$ cat config.mk
export PLATFORM = sky130hd
export DESIGN_NAME = pipe_ctrl
export DESIGN_NICKNAME = d
export VERILOG_FILES = /design/src/rtl/pipe_ctrl.sv
export SDC_FILE = /design/constraint.sdc
export NUM_CORES = 1
export LEC_CHECK = 0
export ABC_AREA = 1
export BUFFER_PORTS_ARGS = -buffer_cell sky130_fd_sc_hd__buf_2
export CORE_MARGIN = 1.5
export CORE_UTILIZATION = 50
export CTS_CLUSTER_DIAMETER = 150
export CTS_CLUSTER_SIZE = 20
export DETAILED_ROUTE_END_ITERATION = 16
export GPL_TIMING_DRIVEN = 1
export PLACE_DENSITY = 0.74
export SLEW_MARGIN = 5
export SYNTH_ARGS = -nofsm -noshare
export SYNTH_HDL_FRONTEND = slang
export SYNTH_SLANG_ARGS = --single-unit
export TNS_END_PERCENT = 30
$ cat constraint.sdc
create_clock -name clk -period 1.7 [get_ports clk]
set_input_delay 0.425 -clock clk [delete_from_list [all_inputs] [get_ports clk]]
set_output_delay 0.425 -clock clk [all_outputs]
set_load 0.005 [all_outputs]
$ cat src/rtl/pipe_ctrl.sv
// Pipeline controller for the in-order RV32 core: per-stage valid/rd tracking,
// RAW hazard detection at ID, forwarding selects, stall/flush and retire counting.
module pipe_ctrl #(
    parameter int STAGES     = 5,
    parameter int FWD_EN     = 1,
    parameter int LOAD_STAGE = 4,
    parameter int SEL_W      = $clog2(STAGES),
    parameter int CNT_W      = 64
) (
    input  logic              clk,
    input  logic              reset,
    input  logic              if_valid_i,
    input  logic              id_rs1_en_i,
    input  logic [4:0]        id_rs1_idx_i,
    input  logic              id_rs2_en_i,
    input  logic [4:0]        id_rs2_idx_i,
    input  logic              id_rd_en_i,
    input  logic [4:0]        id_rd_idx_i,
    input  logic              id_is_load_i,
    input  logic              ex_redirect_i,
    input  logic              excp_i,
    input  logic              mem_busy_i,
    output logic [STAGES-2:0] stage_valid_o,
    output logic [STAGES-1:0] stall_o,
    output logic              id_hazard_o,
    output logic [SEL_W-1:0]  rs1_fwd_sel_o,
    output logic [SEL_W-1:0]  rs2_fwd_sel_o,
    output logic              wb_rd_en_o,
    output logic [4:0]        wb_rd_idx_o,
    output logic [CNT_W-1:0]  instret_o
);

    logic [STAGES-1:1] valid_q;
    logic [STAGES-1:2] rd_en_q;
    logic [STAGES-1:2] is_load_q;
    logic [4:0]        rd_idx_q [2:STAGES-1];
    logic [CNT_W-1:0]  instret_q;

    logic              hazard_raw;
    logic              rs1_hit;
    logic              rs2_hit;
    logic              must_stall;
    logic [SEL_W-1:0]  rs1_sel;
    logic [SEL_W-1:0]  rs2_sel;

    // Scan oldest to youngest so the last hit left standing is the youngest producer.
    always_comb begin
        hazard_raw = 1'b0;
        rs1_hit    = 1'b0;
        rs2_hit    = 1'b0;
        must_stall = 1'b0;
        rs1_sel    = '0;
        rs2_sel    = '0;
        for (int unsigned k = STAGES - 1; k >= 2; k--) begin
            rs1_hit = id_rs1_en_i && (id_rs1_idx_i != 5'd0) && valid_q[k] && rd_en_q[k]
                      && (rd_idx_q[k] == id_rs1_idx_i);
            rs2_hit = id_rs2_en_i && (id_rs2_idx_i != 5'd0) && valid_q[k] && rd_en_q[k]
                      && (rd_idx_q[k] == id_rs2_idx_i);
            must_stall = (FWD_EN == 0) || (is_load_q[k] && (int'(k) < LOAD_STAGE));
            if (rs1_hit) rs1_sel = SEL_W'(k);
            if (rs2_hit) rs2_sel = SEL_W'(k);
            if ((rs1_hit || rs2_hit) && must_stall) hazard_raw = 1'b1;
        end
        hazard_raw = hazard_raw && valid_q[1];
        if ((FWD_EN == 0) || hazard_raw) begin
            rs1_sel = '0;
            rs2_sel = '0;
        end
    end

    assign id_hazard_o = hazard_raw && !excp_i && !ex_redirect_i && !mem_busy_i;

    always_comb begin
        stall_o = '0;
        if (mem_busy_i)
            stall_o[STAGES-2:0] = '1;
        else if (id_hazard_o)
            stall_o[1:0] = 2'b11;
    end

    assign stage_valid_o = valid_q;
    assign rs1_fwd_sel_o = rs1_sel;
    assign rs2_fwd_sel_o = rs2_sel;
    assign wb_rd_en_o    = valid_q[STAGES-1] && rd_en_q[STAGES-1];
    assign wb_rd_idx_o   = rd_idx_q[STAGES-1];
    assign instret_o     = instret_q;

    always_ff @(posedge clk) begin
        if (reset) begin
            valid_q   <= '0;
            rd_en_q   <= '0;
            is_load_q <= '0;
            instret_q <= '0;
            for (int unsigned k = 2; k < STAGES; k++)
                rd_idx_q[k] <= '0;
        end else begin
            if (valid_q[STAGES-1])
                instret_q <= instret_q + CNT_W'(1);
            if (mem_busy_i) begin
                valid_q[STAGES-1] <= 1'b0;
                if (excp_i)
                    valid_q[2:1] <= 2'b00;
            end else begin
                rd_en_q     <= {rd_en_q[STAGES-2:2], id_rd_en_i};
                is_load_q   <= {is_load_q[STAGES-2:2], id_is_load_i};
                rd_idx_q[2] <= id_rd_idx_i;
                for (int unsigned k = 3; k < STAGES; k++)
                    rd_idx_q[k] <= rd_idx_q[k-1];
                valid_q <= {valid_q[STAGES-2:1], if_valid_i};
                if (excp_i)
                    valid_q[3:1] <= '0;
                else if (ex_redirect_i)
                    valid_q[2:1] <= '0;
                else if (hazard_raw)
                    // hazard_raw implies valid_q[1]=1, so holding ID is writing 1
                    valid_q[2:1] <= 2'b01;
            end
        end
    end

endmodule

==> impl_results.md <==
- Status: finished with violations
- Failing checks: negative setup slack
- Ports: 111
- Hold EP: is_load_q[2]$_SDFFE_PP0N_
- Async set or reset register ratio after synthesis: 0%
- TritonCTS Buffers: 9
- Required time worst endpoint: 1.27 ns
- EDFF count, synth: 15
- Clk sinks: 88
- Final non-filler cell area: 7830 um^2
- Final worst slack: -0.5750 ns
- Final setup fails: 12
- # diodes: 0
- Largest net degree at the start of global routing: 38
- Total negative setup slack: -5.084 ns
- H-tree depth: 3
- Clk pin slew, worst setup/hold paths: 0.09 ns
- Yosys top cell by area: dfxtp_1
- CP startpoint kind: register
- Synth warn: 0
- Dpl hpwl: 13.59 mm
- Top FF cell, synth: dfxtp_1
- Initial antenna violation count: 0
- CTS Hold Bufs: 0
- Finished Core Util: 75.17%
- Register area: 1959 um^2
- Initial Util: 51.76%
- R2R Path End: instret_o[52]$_SDFFE_PP0P_
- Worst EP arrival: 1.85 ns
- CP peak stage delay: 0.47 ns
- Fraction of layout cells with a size suffix above 1: 40.94%
- Clock tree buffer depth: 2
- Fmax: 0.4396 GHz
- Cells after synthesis: 830
- Vias per Instance: 5.226
- Setup CP Type: reg2out
- Worst r2r src: instret_o[0]$_SDFFE_PP0P_
- Global route overflow: 0
- Vias in the first global route: 5734
- Filler instances: 899
- Synthesized area: 5391 um^2
- Clock Skew: 0.01935 ns
- Fin nets: 1103
- Core area: 10420 um^2
- Crit-path cells: buf_6, nand2_4, buf_6, nand2_2, nor2_2, nand4_1, nor2_1, o21ai_1, nor2_1, buf_2
- Syn_nets: 856
- Max VDD drop: 0.5840 mV
- Element type at the critical path end: output port
- Fin. Hold Viols: 0
- Drt total wl: 18.13 mm
- Drt first pass iters: 6
- DR WL/cell: 14.88 um
- Die W: 106.8 um
- Commonest cells post-synth: 193 x nand2_1, 152 x nor2_1, 99 x inv_1, 73 x dfxtp_1, 56 x nand3_1
- Cell variety after synth: 39
- Final Max Slew Viols: 0
- Main area contributors after synthesis: dfxtp_1 27%, nand2_1 13%, nor2_1 11%, edfxtp_1 8.4%, inv_1 6.9%
- Post-synthesis sequential area ratio: 35.46%
- CTS tree: yes
- Worst Hold Launch: id_is_load_i
- Unrepaired setup endpoints after global routing: true
- Starting DRT DRC Count: 401
- Period minus WS final: 2.275 ns
- Power per Cell Area: 524.1 nW/um^2
- Synth-to-layout area growth: 45.23%
- DP Area: 6973 um^2
- Routability cong.: 0.9690
- Hold Path Class: in2reg
- Hold-critical path depth: 3
- Worst Reg-to-Reg Cells: 12
- Worst Path Max Fanout: 3
- Max-cap violations: 0
- CP max stage cell: edfxtp_1
- Mean Syn Cell Area: 6.496 um^2
- Root buffer cell: clkbuf_8
- Buffers on Ports: 109
- Die height: 106.8 um
- Full die area: 11410 um^2
- Cell Count, Final, Fillers Out: 1218
- Total track usage: 31.14%
- Placed cell count: 1180
- Synth top area share: 27.11%
- Leak pwr: 3.608 nW
- First-pass GRT wire length: 27.93 mm
- Area of the multi-input gates: 3366 um^2
- Top-count cell post-synth: nand2_1
- Reg2reg setup slack: -0.03 ns
- Clock latency at the later pin of the worst-skew pair: 0.37 ns
- Vias post-DR: 6365
- Antenna Nets Post-Route: 0
- CP top delay family: simple AND/OR/NAND/NOR gates
- Number of buffers and inverters on the critical path: 3
- Yosys reg bits: 88
- Post-route DRC: 0
- Core Rows: 37
- Final period util: 133.8%
==> cell families (layout without fill, tap and decap cells) <==
logic type	Yosys count	in the layout	synth area share [%]
buffers and inverters	129	381	9.352
xor gates and xnor gates	23	23	3.736
other	1	1	0.06955
DFF	88	88	35.46
adders and majority gates	1	1	0.2320
and+or+nand+nor	504	504	42.70
AOI/OAI and AO/OA	84	84	8.447
==> cell usage in the layout, fill, tap and decap left out, drive strengths merged, types with 5 or more instances in the layout <==
cell type    n
dfxtp       73
edfxtp      15
nor3        37
nand2      204
nand3       58
xor2        17
nand4       21
inv        116
o21ai       32
clkbuf      10
o22ai        5
a21oi       36
nor2       178
buf        251
xnor2        6
==> metrics by stage <==
step,total power [W],setup WS (ns),hold slack [ns]
after global routing,0.004253,-0.6803,0.3031
after CTS,0.004097,-0.5838,0.3065
after detailed placement,0.002596,-0.4529,0.4775
after floorplan,0.002389,-0.06094,0.4527
final,0.004104,-0.5750,0.3127
after global placement,0.002595,-0.4108,0.4679
==> what timing repair did <==
action                     4_1_cts  5_1_grt
pin swaps                       14       37
setup endpoints to repair       29       51
resized for setup               41      126
buffers inserted                15       13
==> per-layer routing <==
metal  share of wire (%)  vias up  track usage [%]
li1                    -     3153                -
met1                  44     2935            41.85
met2                  48      248            52.01
met3                 6.4       29            4.134
met4                 1.8        0            9.524
met5                   0        -                0
==> where the power goes <==
part	internal, W	switching, W
combinational	0.000214	0.000248
clock	0.000637	0.000834
sequential	0.00214	0.0000279
==> final cells by class <==
cell class,instances,share of cell area [%]
Sequential cell,88,25.02
Clock buffer,10,1.902
Multi-Input combinational cell,613,42.99
Clock inverter,6,0.6072
Timing Repair Buffer,251,21.78
Inverter,114,5.529
Tap cell,136,2.173
==> flip-flops by register name, summed over array words and instances, names as in the netlist <==
register	flops
is_load_q	2
rd_en_q	3
stage_valid_o	4
rd_idx_q	15
instret_o	64
==> worst min-delay path: stages <==
cell     delay [ns]
buf_2          0.08
nand3_1        0.07
o21ai_0        0.07
==> worst max path at each step <==
| stage | end | from | cells after the start |
|---|---|---|---|
| after CTS | rs1_fwd_sel_o[2] | rd_idx_q[2][3]$_SDFFCE_PN0P_ | 11 |
| after global routing | rs1_fwd_sel_o[1] | rd_idx_q[2][2]$_SDFFCE_PN0P_ | 12 |
| after global placement | rs1_fwd_sel_o[0] | id_rs2_idx_i[4] | 14 |
| after floorplan | stall_o[1] | id_rs2_idx_i[4] | 12 |
| after detailed placement | rs2_fwd_sel_o[1] | id_rs2_idx_i[1] | 13 |
| final | rs1_fwd_sel_o[0] | rd_idx_q[3][2]$_SDFFCE_PN0P_ | 10 |
No activity file was read; power rests on OpenSTA's default activity.
